## config.mk

```make
export PLATFORM = sky130hd
export DESIGN_NAME = iob_axi_mem_arb_flat
export DESIGN_NICKNAME = d
export VERILOG_FILES = /design/src/rtl/iob_axi_mem_arb_if.sv /design/src/rtl/iob_axi_mem_arb.sv /design/src/flat_wrapper.sv
export SDC_FILE = /design/constraint.sdc
export NUM_CORES = 1
export LEC_CHECK = 0
export CAP_MARGIN = 10
export CORE_AREA = 3 3 139 141
export CTS_CLUSTER_DIAMETER = 60
export DETAILED_ROUTE_END_ITERATION = 8
export DIE_AREA = 0 0 142 144
export DONT_BUFFER_PORTS = 1
export GPL_TIMING_DRIVEN = 0
export SLEW_MARGIN = 5
export SYNTH_ARGS = -nofsm -noshare
export SYNTH_HDL_FRONTEND = slang
export SYNTH_SLANG_ARGS = --single-unit
```

## constraint.sdc

```tcl
create_clock -name clk -period 1.95 [get_ports clk]
set_clock_uncertainty 0.05 [all_clocks]
set_input_delay 0.195 -clock clk [delete_from_list [all_inputs] [get_ports clk]]
set_output_delay 0.195 -clock clk [all_outputs]
set_load 0.01 [all_outputs]
```

## src/rtl/iob_axi_mem_arb_if.sv

```systemverilog
// AXI4 single-beat master/slave bundle between the arbiter and the DDR port.
interface iob_axi_mem_arb_if #(
    parameter int DATA_W     = 32,
    parameter int AXI_ADDR_W = 32,
    parameter int AXI_ID_W   = 4
);
    localparam int STRB_W = DATA_W / 8;

    logic                  awvalid, awready;
    logic [AXI_ADDR_W-1:0] awaddr;
    logic [AXI_ID_W-1:0]   awid;
    logic [7:0]            awlen;
    logic [2:0]            awsize;
    logic [1:0]            awburst;
    logic                  wvalid, wready, wlast;
    logic [DATA_W-1:0]     wdata;
    logic [STRB_W-1:0]     wstrb;
    logic                  bvalid, bready;
    logic [1:0]            bresp;
    logic                  arvalid, arready;
    logic [AXI_ADDR_W-1:0] araddr;
    logic [AXI_ID_W-1:0]   arid;
    logic [7:0]            arlen;
    logic [2:0]            arsize;
    logic [1:0]            arburst;
    logic                  rvalid, rready, rlast;
    logic [DATA_W-1:0]     rdata;
    logic [1:0]            rresp;

    modport master (
        output awvalid, awaddr, awid, awlen, awsize, awburst,
        output wvalid, wdata, wstrb, wlast, bready,
        output arvalid, araddr, arid, arlen, arsize, arburst, rready,
        input  awready, wready, bvalid, bresp,
        input  arready, rvalid, rdata, rresp, rlast
    );

    modport slave (
        input  awvalid, awaddr, awid, awlen, awsize, awburst,
        input  wvalid, wdata, wstrb, wlast, bready,
        input  arvalid, araddr, arid, arlen, arsize, arburst, rready,
        output awready, wready, bvalid, bresp,
        output arready, rvalid, rdata, rresp, rlast
    );
endinterface

```

## src/rtl/iob_axi_mem_arb.sv

```systemverilog
// Round-robin arbiter: two iob native masters share one AXI4 port, one
// single-beat transaction in flight at a time.
module iob_axi_mem_arb #(
    parameter int ADDR_W     = 32,
    parameter int DATA_W     = 32,
    parameter int AXI_ADDR_W = 32,
    parameter int AXI_ID_W   = 4
) (
    input  logic                  clk,
    input  logic                  rst,
    input  logic [1:0]            req_valid,
    input  logic [2*ADDR_W-1:0]   req_addr,
    input  logic [2*DATA_W-1:0]   req_wdata,
    input  logic [2*DATA_W/8-1:0] req_wstrb,
    output logic [DATA_W-1:0]     req_rdata,
    output logic [1:0]            req_ready,
    output logic                  err,
    iob_axi_mem_arb_if.master     m_axi
);
    localparam int STRB_W = DATA_W / 8;
    localparam logic [2:0] AXI_SIZE = 3'($clog2(STRB_W));

    typedef enum logic [2:0] {IDLE, WR, RD, WAIT_B, WAIT_R, DONE} state_t;

    state_t              state, state_nxt;
    logic                grant, last_grant, sel;
    logic                aw_done, w_done;
    logic [ADDR_W-1:0]   addr_reg;
    logic [DATA_W-1:0]   wdata_reg, rdata_reg;
    logic [STRB_W-1:0]   wstrb_reg, sel_wstrb;
    logic [AXI_ADDR_W-1:0] axi_addr;

    // On contention favour whoever did not win last time.
    assign sel       = (req_valid == 2'b11) ? ~last_grant : req_valid[1];
    assign sel_wstrb = sel ? req_wstrb[2*STRB_W-1:STRB_W] : req_wstrb[STRB_W-1:0];

    generate
        if (ADDR_W >= AXI_ADDR_W) begin : g_addr_trunc
            assign axi_addr = addr_reg[AXI_ADDR_W-1:0];
        end else begin : g_addr_zext
            assign axi_addr = {{(AXI_ADDR_W-ADDR_W){1'b0}}, addr_reg};
        end
    endgenerate

    assign req_rdata = rdata_reg;

    // State register.
    always_ff @(posedge clk or negedge rst) begin
        if (!rst) state <= IDLE;
        else      state <= state_nxt;
    end

    // Next state and AXI/requester strobes; outputs derive from state so reset drops them at once.
    always_comb begin
        state_nxt      = state;
        m_axi.awvalid  = 1'b0;
        m_axi.wvalid   = 1'b0;
        m_axi.bready   = 1'b0;
        m_axi.arvalid  = 1'b0;
        m_axi.rready   = 1'b0;
        req_ready      = 2'b00;
        case (state)
            IDLE:   if (|req_valid) state_nxt = (|sel_wstrb) ? WR : RD;
            WR: begin
                m_axi.awvalid = ~aw_done;
                m_axi.wvalid  = ~w_done;
                if ((aw_done || m_axi.awready) && (w_done || m_axi.wready))
                    state_nxt = WAIT_B;
            end
            RD: begin
                m_axi.arvalid = 1'b1;
                if (m_axi.arready) state_nxt = WAIT_R;
            end
            WAIT_B: begin
                m_axi.bready = 1'b1;
                if (m_axi.bvalid) state_nxt = DONE;
            end
            WAIT_R: begin
                m_axi.rready = 1'b1;
                if (m_axi.rvalid) state_nxt = DONE;
            end
            DONE: begin
                req_ready = grant ? 2'b10 : 2'b01;
                state_nxt = IDLE;
            end
            default: state_nxt = IDLE;
        endcase
    end

    // Grant/request latch, per-channel handshake tracking, response capture.
    always_ff @(posedge clk or negedge rst) begin
        if (!rst) begin
            grant      <= 1'b0;
            last_grant <= 1'b1;
            aw_done    <= 1'b0;
            w_done     <= 1'b0;
            addr_reg   <= '0;
            wdata_reg  <= '0;
            wstrb_reg  <= '0;
            rdata_reg  <= '0;
            err        <= 1'b0;
        end else begin
            case (state)
                IDLE: if (|req_valid) begin
                    grant      <= sel;
                    last_grant <= sel;
                    addr_reg   <= sel ? req_addr[2*ADDR_W-1:ADDR_W] : req_addr[ADDR_W-1:0];
                    wdata_reg  <= sel ? req_wdata[2*DATA_W-1:DATA_W] : req_wdata[DATA_W-1:0];
                    wstrb_reg  <= sel_wstrb;
                    aw_done    <= 1'b0;
                    w_done     <= 1'b0;
                end
                WR: begin
                    if (m_axi.awvalid && m_axi.awready) aw_done <= 1'b1;
                    if (m_axi.wvalid && m_axi.wready)   w_done  <= 1'b1;
                end
                WAIT_B: if (m_axi.bvalid) begin
                    rdata_reg <= '0;
                    if (m_axi.bresp != 2'b00) err <= 1'b1;
                end
                WAIT_R: if (m_axi.rvalid) begin
                    rdata_reg <= m_axi.rdata;
                    if (m_axi.rresp != 2'b00) err <= 1'b1;
                end
                default: ;
            endcase
        end
    end

    // Constant single-beat INCR attributes; ID carries the requester index.
    assign m_axi.awaddr  = axi_addr;
    assign m_axi.araddr  = axi_addr;
    assign m_axi.awid    = AXI_ID_W'(grant);
    assign m_axi.arid    = AXI_ID_W'(grant);
    assign m_axi.awlen   = 8'd0;
    assign m_axi.arlen   = 8'd0;
    assign m_axi.awsize  = AXI_SIZE;
    assign m_axi.arsize  = AXI_SIZE;
    assign m_axi.awburst = 2'b01;
    assign m_axi.arburst = 2'b01;
    assign m_axi.wdata   = wdata_reg;
    assign m_axi.wstrb   = wstrb_reg;
    assign m_axi.wlast   = 1'b1;
endmodule

```

## src/flat_wrapper.sv

```systemverilog
// flat-port wrapper written by rule: the top's interface ports become plain ports
module iob_axi_mem_arb_flat 
#(
    parameter int ADDR_W     = 32,
    parameter int DATA_W     = 32,
    parameter int AXI_ADDR_W = 32,
    parameter int AXI_ID_W   = 4
)
  (clk, rst, req_valid, req_addr, req_wdata, req_wstrb, req_rdata, req_ready, err, m_axi_awvalid, m_axi_awaddr, m_axi_awid, m_axi_awlen, m_axi_awsize, m_axi_awburst, m_axi_wvalid, m_axi_wdata, m_axi_wstrb, m_axi_wlast, m_axi_bready, m_axi_arvalid, m_axi_araddr, m_axi_arid, m_axi_arlen, m_axi_arsize, m_axi_arburst, m_axi_rready, m_axi_awready, m_axi_wready, m_axi_bvalid, m_axi_bresp, m_axi_arready, m_axi_rvalid, m_axi_rdata, m_axi_rresp, m_axi_rlast);
  iob_axi_mem_arb_if #(.DATA_W(DATA_W), .AXI_ADDR_W(AXI_ADDR_W), .AXI_ID_W(AXI_ID_W)) m_axi_i ();
  input  logic clk;
  input  logic rst;
  input  logic [1:0] req_valid;
  input  logic [2*ADDR_W-1:0] req_addr;
  input  logic [2*DATA_W-1:0] req_wdata;
  input  logic [2*DATA_W/8-1:0] req_wstrb;
  output logic [DATA_W-1:0] req_rdata;
  output logic [1:0] req_ready;
  output logic err;
  output wire logic [$bits(m_axi_i.awvalid)-1:0] m_axi_awvalid;
  output wire logic [$bits(m_axi_i.awaddr)-1:0] m_axi_awaddr;
  output wire logic [$bits(m_axi_i.awid)-1:0] m_axi_awid;
  output wire logic [$bits(m_axi_i.awlen)-1:0] m_axi_awlen;
  output wire logic [$bits(m_axi_i.awsize)-1:0] m_axi_awsize;
  output wire logic [$bits(m_axi_i.awburst)-1:0] m_axi_awburst;
  output wire logic [$bits(m_axi_i.wvalid)-1:0] m_axi_wvalid;
  output wire logic [$bits(m_axi_i.wdata)-1:0] m_axi_wdata;
  output wire logic [$bits(m_axi_i.wstrb)-1:0] m_axi_wstrb;
  output wire logic [$bits(m_axi_i.wlast)-1:0] m_axi_wlast;
  output wire logic [$bits(m_axi_i.bready)-1:0] m_axi_bready;
  output wire logic [$bits(m_axi_i.arvalid)-1:0] m_axi_arvalid;
  output wire logic [$bits(m_axi_i.araddr)-1:0] m_axi_araddr;
  output wire logic [$bits(m_axi_i.arid)-1:0] m_axi_arid;
  output wire logic [$bits(m_axi_i.arlen)-1:0] m_axi_arlen;
  output wire logic [$bits(m_axi_i.arsize)-1:0] m_axi_arsize;
  output wire logic [$bits(m_axi_i.arburst)-1:0] m_axi_arburst;
  output wire logic [$bits(m_axi_i.rready)-1:0] m_axi_rready;
  input wire logic [$bits(m_axi_i.awready)-1:0] m_axi_awready;
  input wire logic [$bits(m_axi_i.wready)-1:0] m_axi_wready;
  input wire logic [$bits(m_axi_i.bvalid)-1:0] m_axi_bvalid;
  input wire logic [$bits(m_axi_i.bresp)-1:0] m_axi_bresp;
  input wire logic [$bits(m_axi_i.arready)-1:0] m_axi_arready;
  input wire logic [$bits(m_axi_i.rvalid)-1:0] m_axi_rvalid;
  input wire logic [$bits(m_axi_i.rdata)-1:0] m_axi_rdata;
  input wire logic [$bits(m_axi_i.rresp)-1:0] m_axi_rresp;
  input wire logic [$bits(m_axi_i.rlast)-1:0] m_axi_rlast;
  assign m_axi_awvalid = m_axi_i.awvalid;
  assign m_axi_awaddr = m_axi_i.awaddr;
  assign m_axi_awid = m_axi_i.awid;
  assign m_axi_awlen = m_axi_i.awlen;
  assign m_axi_awsize = m_axi_i.awsize;
  assign m_axi_awburst = m_axi_i.awburst;
  assign m_axi_wvalid = m_axi_i.wvalid;
  assign m_axi_wdata = m_axi_i.wdata;
  assign m_axi_wstrb = m_axi_i.wstrb;
  assign m_axi_wlast = m_axi_i.wlast;
  assign m_axi_bready = m_axi_i.bready;
  assign m_axi_arvalid = m_axi_i.arvalid;
  assign m_axi_araddr = m_axi_i.araddr;
  assign m_axi_arid = m_axi_i.arid;
  assign m_axi_arlen = m_axi_i.arlen;
  assign m_axi_arsize = m_axi_i.arsize;
  assign m_axi_arburst = m_axi_i.arburst;
  assign m_axi_rready = m_axi_i.rready;
  assign m_axi_i.awready = m_axi_awready;
  assign m_axi_i.wready = m_axi_wready;
  assign m_axi_i.bvalid = m_axi_bvalid;
  assign m_axi_i.bresp = m_axi_bresp;
  assign m_axi_i.arready = m_axi_arready;
  assign m_axi_i.rvalid = m_axi_rvalid;
  assign m_axi_i.rdata = m_axi_rdata;
  assign m_axi_i.rresp = m_axi_rresp;
  assign m_axi_i.rlast = m_axi_rlast;
  iob_axi_mem_arb #(.ADDR_W(ADDR_W), .DATA_W(DATA_W), .AXI_ADDR_W(AXI_ADDR_W), .AXI_ID_W(AXI_ID_W)) u_core (.clk(clk), .rst(rst), .req_valid(req_valid), .req_addr(req_addr), .req_wdata(req_wdata), .req_wstrb(req_wstrb), .req_rdata(req_rdata), .req_ready(req_ready), .err(err), .m_axi(m_axi_i));
endmodule
```

======== Word level (Yosys, flattened, before mapping) ========
Cells that the tools add are included.
word-level totals
  logic and storage cells ................. 77
  flip-flop bits (word level) ............. 108
operators by class
  bitwise gates (word level) .............. 3
  reduce and logical (&&, ||, !) cells .... 18
  muxes and demuxes ....................... 31
  equal/unequal tests ..................... 15
operators with widths
  cell                number
  $mux 32             4
  $pmux 32 s2         1
  $mux 3              5
  $pmux 3 s5          1
  $mux 1              13
  $ne 2x1->1 const B  6
  $reduce_and 5->1    2
  $reduce_and 3->1    3
  $reduce_bool 2->1   4
  $eq 3x2->1 const B  2
  $eq 3x3->1 const B  2
  $mux 2              3
  $ne 2x2->1 const B  3
  $pmux 1 s2          3
  $mux 4              1
  $reduce_or 4->1     1
  $eq 3x1->1 const B  1
  $logic_and 1x1->1   3
  $logic_not 3->1     1
  $not 1->1           3
  $eq 2x2->1 const B  1
  $logic_or 1x1->1    2
  $reduce_and 2->1    1
  $reduce_or 2->1     1

======== Longest topological paths before layout ========
  depth after elaboration ................. 7
  mapped depth ............................ 7

======== Least setup slack after synthesis ========
No wires, ideal clock.
  path kind ............................... register -> register
  from .................................... register u_core.state[0]
  to ...................................... register u_core.rdata_reg[22] (netlist: u_core.req_rdata[22])
  slack ................................... 266 ps
  library setup time ...................... 121 ps
  buffers on the path ..................... 2
  period minus slack after synthesis ...... 1,684 ps
  arrival ................................. 1,513 ps
  required time ........................... 1,779 ps
  stages on the path, launching flop included .. 6
  cell sequence ........................... dfrtp_1 -> buf_6 -> or3b_4 -> a21o_4 -> buf_6 -> a22o_1
on the way
  cells in the longest elaborated chain, start to end .. 3
  elaborated cells on any way between the ends .. 7
ends and longest elaborated chain
  what                                                                     line                    source
  start: declaration                                                       iob_axi_mem_arb.sv:25   state_t state, state_nxt;
  start signal: assignment                                                 iob_axi_mem_arb.sv:50   else state <= state_nxt;
  $eq 3x3->1 / $eq 3x2->1 (equally long branches)                          iob_axi_mem_arb.sv:103  case (state)
  $ne 2x2->1 (no source line) / $reduce_bool 2->1 (equally long branches)  n/a
  $reduce_and 3->1 (no source line)                                        n/a
  end signal: assignment                                                   iob_axi_mem_arb.sv:122  rdata_reg <= m_axi.rdata;
  end: declaration                                                         iob_axi_mem_arb.sv:29   logic [DATA_W-1:0] wdata_reg, rdata_reg;
Several ways; a longest one is shown, not always the timed one.
A chain may end at the register's enable or synchronous reset.

======== Worst setup path in the final report ========
  from .................................... register u_core.state[0]
  to ...................................... register u_core.rdata_reg[2] (netlist: u_core.req_rdata[2])
Same word-level chain as after synthesis.

==> results.cfg <==
[finish]
syn_to_final_growth_pct = 27.6
fillers = 1763
final_nets = 792
drive_above_1_share_pct = 20.3
final_cells = 845

[logic_synthesis]
synth_commonest_cells = dfrtp_1 (107), nor2_1 (73), a21oi_1 (72)
synthSimpleGateAreaFrac_pct = 7.71
synthAdderAreaFrac_pct = 0
synth_area_um2 = 5290
synth-xor-area-share_pct = 0
synth.distinct_cells = 36
synth-edff-count = 0
yosysTopAreaCell = dfrtp_1
synth_top_family_by_area = compound AO/OA/AOI/OAI gates
syn_avg_cell_area_um2 = 10.7
yosysMostFrequentCell = dfrtp_1
synthTopCellsByArea = dfrtp_1 (51%), mux2i_1 (13%), buf_4 (9.9%)
synthMuxAreaShare_pct = 13.1
yosys_warnings = 0
synth_top_area_share_pct = 50.6
synth_compound_area_share_pct = 14.5
synthFlopType = dfrtp_1
synth_seq_area_share_pct = 51.1
synth-seq-cells = 108
synthArstFlopShare_pct = 100
synthCells = 494

[global_routing]
grt_start_max_net_pins = 109
overflow = 0
grt_use_total_pct = 14.7
grt_pass1_vias = 4203
antenna_found_initial = 0
grt_pass1_wl_um = 23100

[setup_path]
critPathMaxStageDelay_ns = 0.46
critical_path.top_delay_family = simple AND/OR/NAND/NOR gates
crit_buf_inv = 2
crit_path_max_fanout = 10
critPathLaunchType = flip-flop
path_cells = buf_6, or3b_4, o22ai_4, nor2_2, buf_2, a22o_1
criticalPathCategory = flip-flop to flip-flop
required_ns = 2.13
crit_slowest_cell = or3b_4
cp.arrival_ns = 2.02
end_kind = flip-flop

[pwr]
combPwrFrac_pct = 37.1
p_int_w = 0.00604
peakVddDrop_uv = 593
switching_power_w = 0.00431
p_leak_nw = 3.10
seq_power_share_pct = 45.5
p_sw_share_pct = 41.7
p_per_area_nw_per_um2 = 1530
clockPowerShare_pct = 17.4

[place]
place_ws_ns = -0.0685
port_buffers = 0
gp_congestion = 0.774
place_hpwl_um = 12000
dp_cells = 754

[detailed_routing]
vias = 3990
wl_per_cell_um = 19.0
drt_iter0_markers = 139
drtPass1Iterations = 4
ant_nets = 0
drc = 0
drt-total-wl_um = 16100
viasPerCell = 4.72

[cts]
cts_sinks = 108
insertion_delay_ns = 0.35
ctsHoldBuffers = 72
clockBufferDepth = 2
cts_tree = yes
h-tree-depth = 3
clkTransAtPathRegs_ns = 0.08
root_buffer = clkbuf_16
cts-buffers-inserted = 9

[timing]
setup_viol = 0
fin_crit_sh_pct = 94.4
slew_violations = 0
hold_viol = 108
fin_ws_ns = 0.109
relSlewSlack_pct = 66.3
whs_ns = -0.521
rsz0062_at_grt = false
fmax_mhz = 543
fin_crit_ns = 1.84
tightest_slew_ns = 0.506

[die]
num_rows = 49
coreArea_um2 = 18100
die_area_um2 = 20400
die_w_um = 142
die_h_um = 144
start_util_pct = 29.2
io_pins = 357

[run_status]
violations = hold timing
outcome = finished with violations

[worst_hold_path]
holdCritPathClass = input port to async pin

[job]
max_cap_viol_count = 0
[power by group through the flow]
stage               clock network (W)  logic, W  registers [W]
global route                  0.00195   0.00427        0.00485
finish                        0.00180   0.00384        0.00471
global placement                    0   0.00353        0.00474
CTS                           0.00188   0.00380        0.00472
detailed placement                  0   0.00369        0.00473
floorplan                           0   0.00302        0.00439
[path summary, 6_finish.rpt]
check                                start               endpoint  slack [ns]  cells after the start
max                        u_core.state[0]    u_core.req_rdata[2]        0.11                      6
min                                    rst   u_core.req_rdata[28]       -0.52                      0
max reg2reg                u_core.state[0]    u_core.req_rdata[2]        0.11                      6
min reg2reg                 u_core.aw_done         u_core.aw_done        0.49                      2
max in group asynchronous              rst      u_core.last_grant        2.15                      0
min in group clk              req_wdata[0]  u_core.m_axi.wdata[0]        0.02                      2
[per-stage QoR]
stage               utilization [%]  cell area, um^2  TNS, ns  power (W)
floorplan                         -             5400        0    0.00741
global placement               31.5             5690   -0.173    0.00828
detailed placement             31.5             5690    -1.98    0.00842
CTS                            37.1             6710        0     0.0104
global route                   37.3             6740        0     0.0111
finish                         37.3             6750        0     0.0104
[per-layer routing]
layer  global-route usage [%]  vias up  routed length (um)
met4                     5.10        0                 315
met1                     15.6     1874                5910
met3                     5.46       21                1510
li1                         -     1843                   -
met2                     26.8      252                8360
met5                        0        -                   0
[cells in the final DEF, fill, tap and decap left out, types with 2 or more instances in the layout]
cell type      netlist  final
inv_6                0      3
clkbuf_16            0      9
nand2_1              3      3
a21oi_1             72     72
dlygate4sd3_1        0     72
buf_6                4      4
buf_4               70     73
a22o_1              33     33
nor3_1               5      5
dfrtp_1            107    107
nor4_1               2      2
nor2_1              73     73
conb_1               2     33
clkbuf_4             0      5
mux2i_1             69     69
o21ai_0              2      2
inv_1                5      5
nand3b_1             2      2
buf_2               23     17
[layout make-up]
| class | instances | area (um^2) | share of cell area, % |
|---|---|---|---|
| Tap cell | 229 | 287 | 4.25 |
| Sequential cell | 108 | 2700 | 40.1 |
| Inverter | 5 | 18.8 | 0.278 |
| Buffer | 99 | 709 | 10.5 |
| Clock inverter | 7 | 67.6 | 1.00 |
| Antenna cell | 1 | 2.50 | 0.0371 |
| Timing Repair Buffer | 74 | 736 | 10.9 |
| Multi-Input combinational cell | 313 | 2000 | 29.6 |
| Clock buffer | 9 | 225 | 3.34 |
[cells by family after synthesis]
family | count (synthesis)
and+or+nand+nor | 94
muxes | 69
buffers and inverters | 104
AOI/OAI and AO/OA | 117
DFF | 108
other | 2
[timing repair]
action                     4_1_cts  5_1_grt
resized for setup                2        7
pin swaps                        0        1
setup endpoints to repair       69       94
buffers inserted                 0        2
hold endpoints to repair       165      108
No activity file was read; power rests on OpenSTA's default activity.
